===== config.mk =====
export PLATFORM = sky130hd
export DESIGN_NAME = alu_md
export DESIGN_NICKNAME = d
export VERILOG_FILES = /design/src/rtl/alu_pkg.sv /design/src/rtl/alu_muldiv_iter.sv /design/src/rtl/alu_md.sv
export SDC_FILE = /design/constraint.sdc
export NUM_CORES = 1
export LEC_CHECK = 0
export CAP_MARGIN = 25
export CORE_ASPECT_RATIO = 2
export CORE_MARGIN = 2
export CORE_UTILIZATION = 45
export DETAILED_ROUTE_END_ITERATION = 6
export DONT_BUFFER_PORTS = 1
export GPL_ROUTABILITY_DRIVEN = 0
export SETUP_SLACK_MARGIN = 0.02
export SYNTH_ARGS = -nofsm -noshare
export SYNTH_HDL_FRONTEND = slang
export SYNTH_SLANG_ARGS = --single-unit

===== constraint.sdc =====
create_clock -name clk -period 7.6 [get_ports clk]
set_clock_uncertainty 0.1 [all_clocks]
set_input_delay 1.14 -clock clk [delete_from_list [all_inputs] [get_ports clk]]
set_output_delay 1.14 -clock clk [all_outputs]
set_load 0.05 [all_outputs]

===== src/rtl/alu_pkg.sv =====
// Shared definitions for the multi-cycle execute-stage ALU: opcode map,
// controller state encoding and the default datapath width.
package alu_pkg;

    localparam int XLEN_DEF = 32;

    localparam logic [3:0] OP_AND  = 4'b0000;
    localparam logic [3:0] OP_OR   = 4'b0001;
    localparam logic [3:0] OP_ADD  = 4'b0010;
    localparam logic [3:0] OP_SUB  = 4'b0110;
    localparam logic [3:0] OP_SLT  = 4'b1000;
    localparam logic [3:0] OP_MUL  = 4'b1010;
    localparam logic [3:0] OP_DIV  = 4'b1100;
    localparam logic [3:0] OP_DIVU = 4'b1101;
    localparam logic [3:0] OP_REM  = 4'b1110;
    localparam logic [3:0] OP_REMU = 4'b1111;

    typedef enum logic [1:0] {
        S_IDLE = 2'd0,
        S_MUL  = 2'd1,
        S_DIV  = 2'd2,
        S_DONE = 2'd3
    } state_t;

    function automatic logic is_mul_op(input logic [3:0] op);
        return op == OP_MUL;
    endfunction

    function automatic logic is_div_op(input logic [3:0] op);
        return (op == OP_DIV) || (op == OP_DIVU) || (op == OP_REM) || (op == OP_REMU);
    endfunction

    // Signed variants of divide/remainder need magnitude pre-correction.
    function automatic logic is_signed_div_op(input logic [3:0] op);
        return (op == OP_DIV) || (op == OP_REM);
    endfunction

    function automatic logic is_rem_op(input logic [3:0] op);
        return (op == OP_REM) || (op == OP_REMU);
    endfunction

endpackage


===== src/rtl/alu_muldiv_iter.sv =====
// Iterative multiply / divide engine. One bit per step: shift-add for MUL,
// restoring division on operand magnitudes for DIV/DIVU/REM/REMU, with the
// sign fix-up applied on the way out. Sequenced by load/step/finish strobes.
module alu_muldiv_iter
    import alu_pkg::*;
#(
    parameter int XLEN = XLEN_DEF
) (
    input  logic            clk,
    input  logic            reset,
    input  logic            load,
    input  logic            step,
    input  logic            finish,
    input  logic [3:0]      op,
    input  logic [XLEN-1:0] a,
    input  logic [XLEN-1:0] b,
    output logic            last,
    output logic [XLEN-1:0] result
);

    localparam int            CW       = (XLEN > 1) ? $clog2(XLEN) : 1;
    localparam logic [CW-1:0] CNT_LAST = CW'(XLEN - 1);

    logic [CW-1:0]   cnt;
    logic            mode_mul;
    logic            mode_rem;
    logic            neg_q;
    logic            neg_r;
    // acc: product accumulator (MUL) or partial remainder (DIV)
    // opa: shifting multiplicand (MUL) or divisor magnitude (DIV)
    // opb: shifting multiplier (MUL) or dividend-in / quotient-out (DIV)
    logic [XLEN-1:0] acc;
    logic [XLEN-1:0] opa;
    logic [XLEN-1:0] opb;
    logic [XLEN-1:0] acc_n;
    logic [XLEN-1:0] opa_n;
    logic [XLEN-1:0] opb_n;
    logic [XLEN:0]   rem_sh;
    logic [XLEN:0]   rem_diff;
    logic            rem_ge;
    logic            op_signed;

    // Two's-complement magnitude; -2^(XLEN-1) maps to 2^(XLEN-1) unsigned.
    function automatic logic [XLEN-1:0] magnitude(input logic signed [XLEN-1:0] x,
                                                  input logic sgn);
        logic signed [XLEN-1:0] negx;
        negx = -x;
        return (sgn && x[XLEN-1]) ? negx : x;
    endfunction

    function automatic logic [XLEN-1:0] apply_sign(input logic signed [XLEN-1:0] mag,
                                                   input logic neg);
        logic signed [XLEN-1:0] negm;
        negm = -mag;
        return neg ? negm : mag;
    endfunction

    assign op_signed = is_signed_div_op(op);
    assign last      = (cnt == CNT_LAST);

    // One iteration of either datapath, plus the sign-corrected result as it
    // will be after this step (captured by the top on the final step).
    always_comb begin
        rem_sh   = {acc, opb[XLEN-1]};
        rem_diff = rem_sh - {1'b0, opa};
        rem_ge   = ~rem_diff[XLEN];
        if (mode_mul) begin
            acc_n = acc + (opb[0] ? opa : '0);
            opa_n = opa << 1;
            opb_n = opb >> 1;
        end else begin
            acc_n = rem_ge ? rem_diff[XLEN-1:0] : rem_sh[XLEN-1:0];
            opa_n = opa;
            opb_n = {opb[XLEN-2:0], rem_ge};
        end
        if (mode_mul) begin
            result = acc_n;
        end else if (mode_rem) begin
            result = apply_sign(acc_n, neg_r);
        end else begin
            result = apply_sign(opb_n, neg_q);
        end
    end

    // Iteration counter: cleared on load and after the final step.
    always_ff @(posedge clk) begin
        if (reset) begin
            cnt <= '0;
        end else if (load || finish) begin
            cnt <= '0;
        end else if (step) begin
            cnt <= cnt + 1'b1;
        end
    end

    // Operand latch and per-step datapath update. A zero divisor never
    // flips the quotient sign so it stays all ones; the remainder keeps
    // the dividend's sign so it equals the dividend.
    always_ff @(posedge clk) begin
        if (load) begin
            mode_mul <= is_mul_op(op);
            mode_rem <= is_rem_op(op);
            neg_q    <= op_signed && (a[XLEN-1] ^ b[XLEN-1]) && (b != '0);
            neg_r    <= op_signed && a[XLEN-1];
            acc      <= '0;
            if (is_mul_op(op)) begin
                opa <= a;
                opb <= b;
            end else begin
                opa <= magnitude(b, op_signed);
                opb <= magnitude(a, op_signed);
            end
        end else if (step) begin
            acc <= acc_n;
            opa <= opa_n;
            opb <= opb_n;
        end
    end

endmodule


===== src/rtl/alu_md.sv =====
// Multi-cycle execute-stage ALU. Basic ops finish in one cycle; MUL and the
// divide family run through alu_muldiv_iter for XLEN steps while busy is high.
module alu_md
    import alu_pkg::*;
#(
    parameter int XLEN = XLEN_DEF
) (
    input  logic            clk,
    input  logic            reset,
    input  logic            start,
    input  logic [3:0]      alucontrol,
    input  logic [XLEN-1:0] in1,
    input  logic [XLEN-1:0] in2,
    input  logic [XLEN-1:0] inimm,
    input  logic            alusrc,
    output logic [XLEN-1:0] out,
    output logic            zero,
    output logic            busy,
    output logic            done
);

    state_t          state_q;
    state_t          state_d;
    logic [XLEN-1:0] opb;
    logic [XLEN-1:0] iter_result;
    logic            iter_op;
    logic            accept;
    logic            load;
    logic            step;
    logic            finish;
    logic            last;

    function automatic logic [XLEN-1:0] alu_basic(input logic [3:0] op,
                                                  input logic [XLEN-1:0] a,
                                                  input logic [XLEN-1:0] b);
        logic signed [XLEN-1:0] sa;
        logic signed [XLEN-1:0] sb;
        sa = a;
        sb = b;
        case (op)
            OP_AND:  return a & b;
            OP_OR:   return a | b;
            OP_ADD:  return a + b;
            OP_SUB:  return a - b;
            OP_SLT:  return {{(XLEN-1){1'b0}}, (sa < sb)};
            default: return '0;
        endcase
    endfunction

    assign opb     = alusrc ? inimm : in2;
    assign iter_op = is_mul_op(alucontrol) || is_div_op(alucontrol);
    assign accept  = (state_q == S_IDLE) && start;
    assign zero    = (out == '0);

    alu_muldiv_iter #(
        .XLEN(XLEN)
    ) u_iter (
        .clk   (clk),
        .reset (reset),
        .load  (load),
        .step  (step),
        .finish(finish),
        .op    (alucontrol),
        .a     (in1),
        .b     (opb),
        .last  (last),
        .result(iter_result)
    );

    // Controller state register.
    always_ff @(posedge clk) begin
        if (reset) begin
            state_q <= S_IDLE;
        end else begin
            state_q <= state_d;
        end
    end

    // Next state: starts are only honoured in IDLE, DONE always returns to IDLE.
    always_comb begin
        state_d = state_q;
        case (state_q)
            S_IDLE: begin
                if (start) begin
                    if (is_mul_op(alucontrol)) begin
                        state_d = S_MUL;
                    end else if (is_div_op(alucontrol)) begin
                        state_d = S_DIV;
                    end else begin
                        state_d = S_DONE;
                    end
                end
            end
            S_MUL, S_DIV: begin
                if (last) begin
                    state_d = S_DONE;
                end
            end
            S_DONE:  state_d = S_IDLE;
            default: state_d = S_IDLE;
        endcase
    end

    // Handshake outputs and strobes for the iterative engine.
    always_comb begin
        busy   = (state_q == S_MUL) || (state_q == S_DIV);
        done   = (state_q == S_DONE);
        load   = accept && iter_op;
        step   = busy;
        finish = busy && last;
    end

    // Result register: basic ops land at the accepting edge, iterative ops
    // on their final step; otherwise the previous result is held.
    always_ff @(posedge clk) begin
        if (reset) begin
            out <= '0;
        end else if (accept && !iter_op) begin
            out <= alu_basic(alucontrol, in1, opb);
        end else if (finish) begin
            out <= iter_result;
        end
    end

endmodule


==> impl_metrics.sql <==
INSERT INTO impl_metrics (metric_group, metric, value, unit) VALUES
('sta', 'grt_setup_unrepaired', 'no', ''),
('floorplanning', 'boundaryPins', '139', ''),
('placement', 'port_buffers', '0', ''),
('outcome', 'status', 'completed', ''),
('grt', 'remaining_global_route_overflow', '0', ''),
('floorplanning', 'floorplan.initialDensity', '45.45', '%'),
('yosys', 'post-synth-top-count-cell', 'sky130_fd_sc_hd__nor2_1', ''),
('yosys', 'synth_cell_types', '89', ''),
('floorplanning', 'dieArea', '0.04546', 'mm²'),
('clock_tree', 'clk-insertion-delay-late', '0.46', 'ns'),
('grt', 'global_route_wire_length_before_repair', '116.3', 'mm'),
('yosys', 'synth-seq-cells', '139', ''),
('finish', 'stdcell_count', '3158', ''),
('yosys', 'post_synth_inst_count', '2690', ''),
('grt', 'vias_in_the_first_global_route', '20449', ''),
('drt', 'drc', '0', ''),
('yosys', 'syn_avg_cell_area', '7.306', 'µm²'),
('yosys', 'synth_cell_area', '0.01965', 'mm²'),
('clock_tree', 'clock_sinks', '139', ''),
('sta', 'hold_viol_final', '0', ''),
('critical_path', 'rr_worst_depth', '19', ''),
('grt', 'gr-usage-all-layers', '33.51', '%'),
('placement', 'post-place-cells', '3125', ''),
('pwr', 'power-per-cell-area', '408.3', 'mW/mm²'),
('yosys', 'synth_top_cell_area_share', '10.63', '%'),
('finish', 'post_route_cells_drive_above_1_share', '5.713', '%'),
('sta', 'timing.final.setup_violations', '0', ''),
('sta', 'fin_crit', '5.983', 'ns'),
('sta', 'min_period_over_period', '78.72', '%'),
('drt', 'num_vias', '20605', ''),
('grt', 'top_usage_layer', 'met2', ''),
('min_path', 'worst_hold_path_type', 'reg2reg', ''),
('floorplanning', 'coreArea', '0.04324', 'mm²'),
('grt', 'grt_max_degree', '67', ''),
('finish', 'finalNetCount', '2870', ''),
('yosys', 'synth_area_leaders', 'sky130_fd_sc_hd__ha_1 (11%), sky130_fd_sc_hd__edfxtp_1 (10%), sky130_fd_sc_hd__dfxtp_1 (7.2%), sky130_fd_sc_hd__xnor2_1 (5.5%), sky130_fd_sc_hd__a21oi_1 (5.4%)', ''),
('sta', 'timing.setup.tns', '0', 'ns'),
('drt', 'wl_per_cell', '24.32', 'µm'),
('clock_tree', 'cts-resized-gates', '0', ''),
('yosys', 'synth_enable_flop_cells', '68', ''),
('yosys', 'post-synth-top-area-cell', 'sky130_fd_sc_hd__ha_1', ''),
('drt', 'drt-pass1-iter-count', '6', ''),
('clock_tree', 'clock_tree.htree_level_count', '4', ''),
('sta', 'max_freq', '167.2', 'MHz'),
('drt', 'drtAntennaViolNets', '0', ''),
('clock_tree', 'cts_inserted_buffers', '17', ''),
('critical_path', 'cp.required', '7.83', 'ns'),
('pwr', 'power.total', '8.444', 'mW'),
('grt', 'grt_use_met3', '6.408', '%'),
('sta', 'tightest_slew', '0.9969', 'ns'),
('yosys', 'seq_area_frac_synth', '17.62', '%'),
('yosys', 'postSynth.topFlopCell', 'sky130_fd_sc_hd__dfxtp_1', ''),
('clock_tree', 'postCtsSetupRepairBufs', '0', ''),
('clock_tree', 'cts_hold_buf', '0', ''),
('finish', 'area.growth.synth_to_final', '5.246', '%'),
('sta', 'relSlewSlack', '33.30', '%'),
('grt', 'm1_gr_usage', '33.98', '%'),
('sta', 'timing.final.max_slew_violations', '0', ''),
('yosys', 'ys_async_sr_fraction', '0', '%'),
('clock_tree', 'cts_root_buffer', 'sky130_fd_sc_hd__clkbuf_16', ''),
('critical_path', 'worstPathArrival', '6.21', 'ns'),
('drt', 'finalWirelength', '76.81', 'mm'),
('pwr', 'ir_drop', '209.8', 'µV'),
('clock_tree', 'clock_slew_at_reported_path_ffs', '0.07', 'ns'),
('drt', 'via_cell_ratio', '6.525', ''),
('min_path', 'hold_path_depth', '2', ''),
('clock_tree', 'tritoncts_clock_tree', 'done', ''),
('critical_path', 'critical_path_class', 'reg2reg', ''),
('yosys', 'synth.net_count', '2965', ''),
('floorplanning', 'rows', '108', ''),
('grt', 'groute.layer.met2.usage', '59.08', '%');
## layout make-up
cell class              instances  area, µm²
fillers                      4460      22560
repair buffers                 41      332.8
flip-flops and latches        139       3463
clock buffers                  18      429.2
inverters                     170      639.4
clock inverters                14      195.2
well taps                     550      688.2
multi-input cells            2226      14940
## registers in the layout, summed over array words and instances (netlist names)
name and cells:
out 32, u_iter.acc 32, u_iter.opa 32, u_iter.opb 32, u_iter.cnt 5, state_q 2
u_iter.mode_mul 1, u_iter.mode_rem 1, u_iter.neg_q 1, u_iter.neg_r 1
## worst max-delay path: stages, from the launching register on
cell and delay (ns):
sky130_fd_sc_hd__edfxtp_1 0.44, sky130_fd_sc_hd__inv_1 0.10, sky130_fd_sc_hd__ha_1 0.18, sky130_fd_sc_hd__inv_1 0.06
sky130_fd_sc_hd__fa_1 0.42, sky130_fd_sc_hd__a211oi_1 0.35, sky130_fd_sc_hd__o211ai_1 0.27, sky130_fd_sc_hd__a32o_1 0.34
sky130_fd_sc_hd__o2111ai_2 0.30, sky130_fd_sc_hd__o211a_1 0.49, sky130_fd_sc_hd__a211oi_1 0.14, sky130_fd_sc_hd__a21oi_1 0.56
sky130_fd_sc_hd__ha_1 0.30, sky130_fd_sc_hd__nor3b_1 0.27, sky130_fd_sc_hd__a21o_1 0.23, sky130_fd_sc_hd__nand2_1 0.13
sky130_fd_sc_hd__or3_1 0.53, sky130_fd_sc_hd__o41ai_4 0.31, sky130_fd_sc_hd__mux2i_1 0.23, sky130_fd_sc_hd__a311oi_1 0.10
## layer usage
| metal | wire (µm) | vias up |
|---|---|---|
| li1 | - | 9686 |
| met5 | 16 | - |
| met4 | 6908 | 2 |
| met1 | 26610 | 9770 |
| met3 | 4920 | 283 |
| met2 | 38350 | 864 |
## cell families (layout without fill, tap and decap cells)
kind of cell	Yosys count	in the layout	share of synthesized area (%)
flops	139	139	17.62
fa+ha+maj	171	171	11.04
mux	116	116	6.055
simple gates	894	894	21.81
buf+inv	325	243	6.468
compound gates	879	879	29.61
xor+xnor	166	166	7.398
## through the flow
step	setup WS [ns]	hold slack [ns]	util [%]	instance area, µm²
CTS	1.662	0.4250	47.82	20680
detailed placement	1.681	0.4042	46.37	20050
floorplan	1.341	0.3675	-	19650
global placement	1.790	0.3821	46.32	20030
global route	1.179	0.4435	47.83	20680
finish	1.617	0.4212	47.83	20680
## path summary, 6_finish.rpt
kind | endpoint | from | slack [ns]
setup / recovery | out[30] | u_iter.opb[31] | 1.62
hold / removal | u_iter.cnt[4] | u_iter.cnt[4] | 0.42
setup reg to reg | out[30] | u_iter.opb[31] | 1.62
hold reg to reg | u_iter.cnt[4] | u_iter.cnt[4] | 0.42
## power breakdown
part	leakage [nW]	internal, mW	switching, mW
combinational	6.75	2.13	3.76
clock	0.295	0.550	0.370
sequential	1.23	1.19	0.445
## cell usage in the layout, fill, tap and decap left out, types with 44 or more instances in the layout
master,n
sky130_fd_sc_hd__edfxtp_1,68
sky130_fd_sc_hd__o21ai_0,194
sky130_fd_sc_hd__nor2_1,266
sky130_fd_sc_hd__xnor2_1,123
sky130_fd_sc_hd__dfxtp_1,71
sky130_fd_sc_hd__a21oi_1,213
sky130_fd_sc_hd__a211oi_1,54
sky130_fd_sc_hd__o211ai_1,64
sky130_fd_sc_hd__inv_1,168
sky130_fd_sc_hd__a21o_1,44
sky130_fd_sc_hd__mux2i_1,93
sky130_fd_sc_hd__and2_1,51
sky130_fd_sc_hd__nand3_1,44
sky130_fd_sc_hd__nand2_1,241
sky130_fd_sc_hd__nor3_1,73
sky130_fd_sc_hd__ha_1,166
No activity file was read; power rests on OpenSTA's default activity.
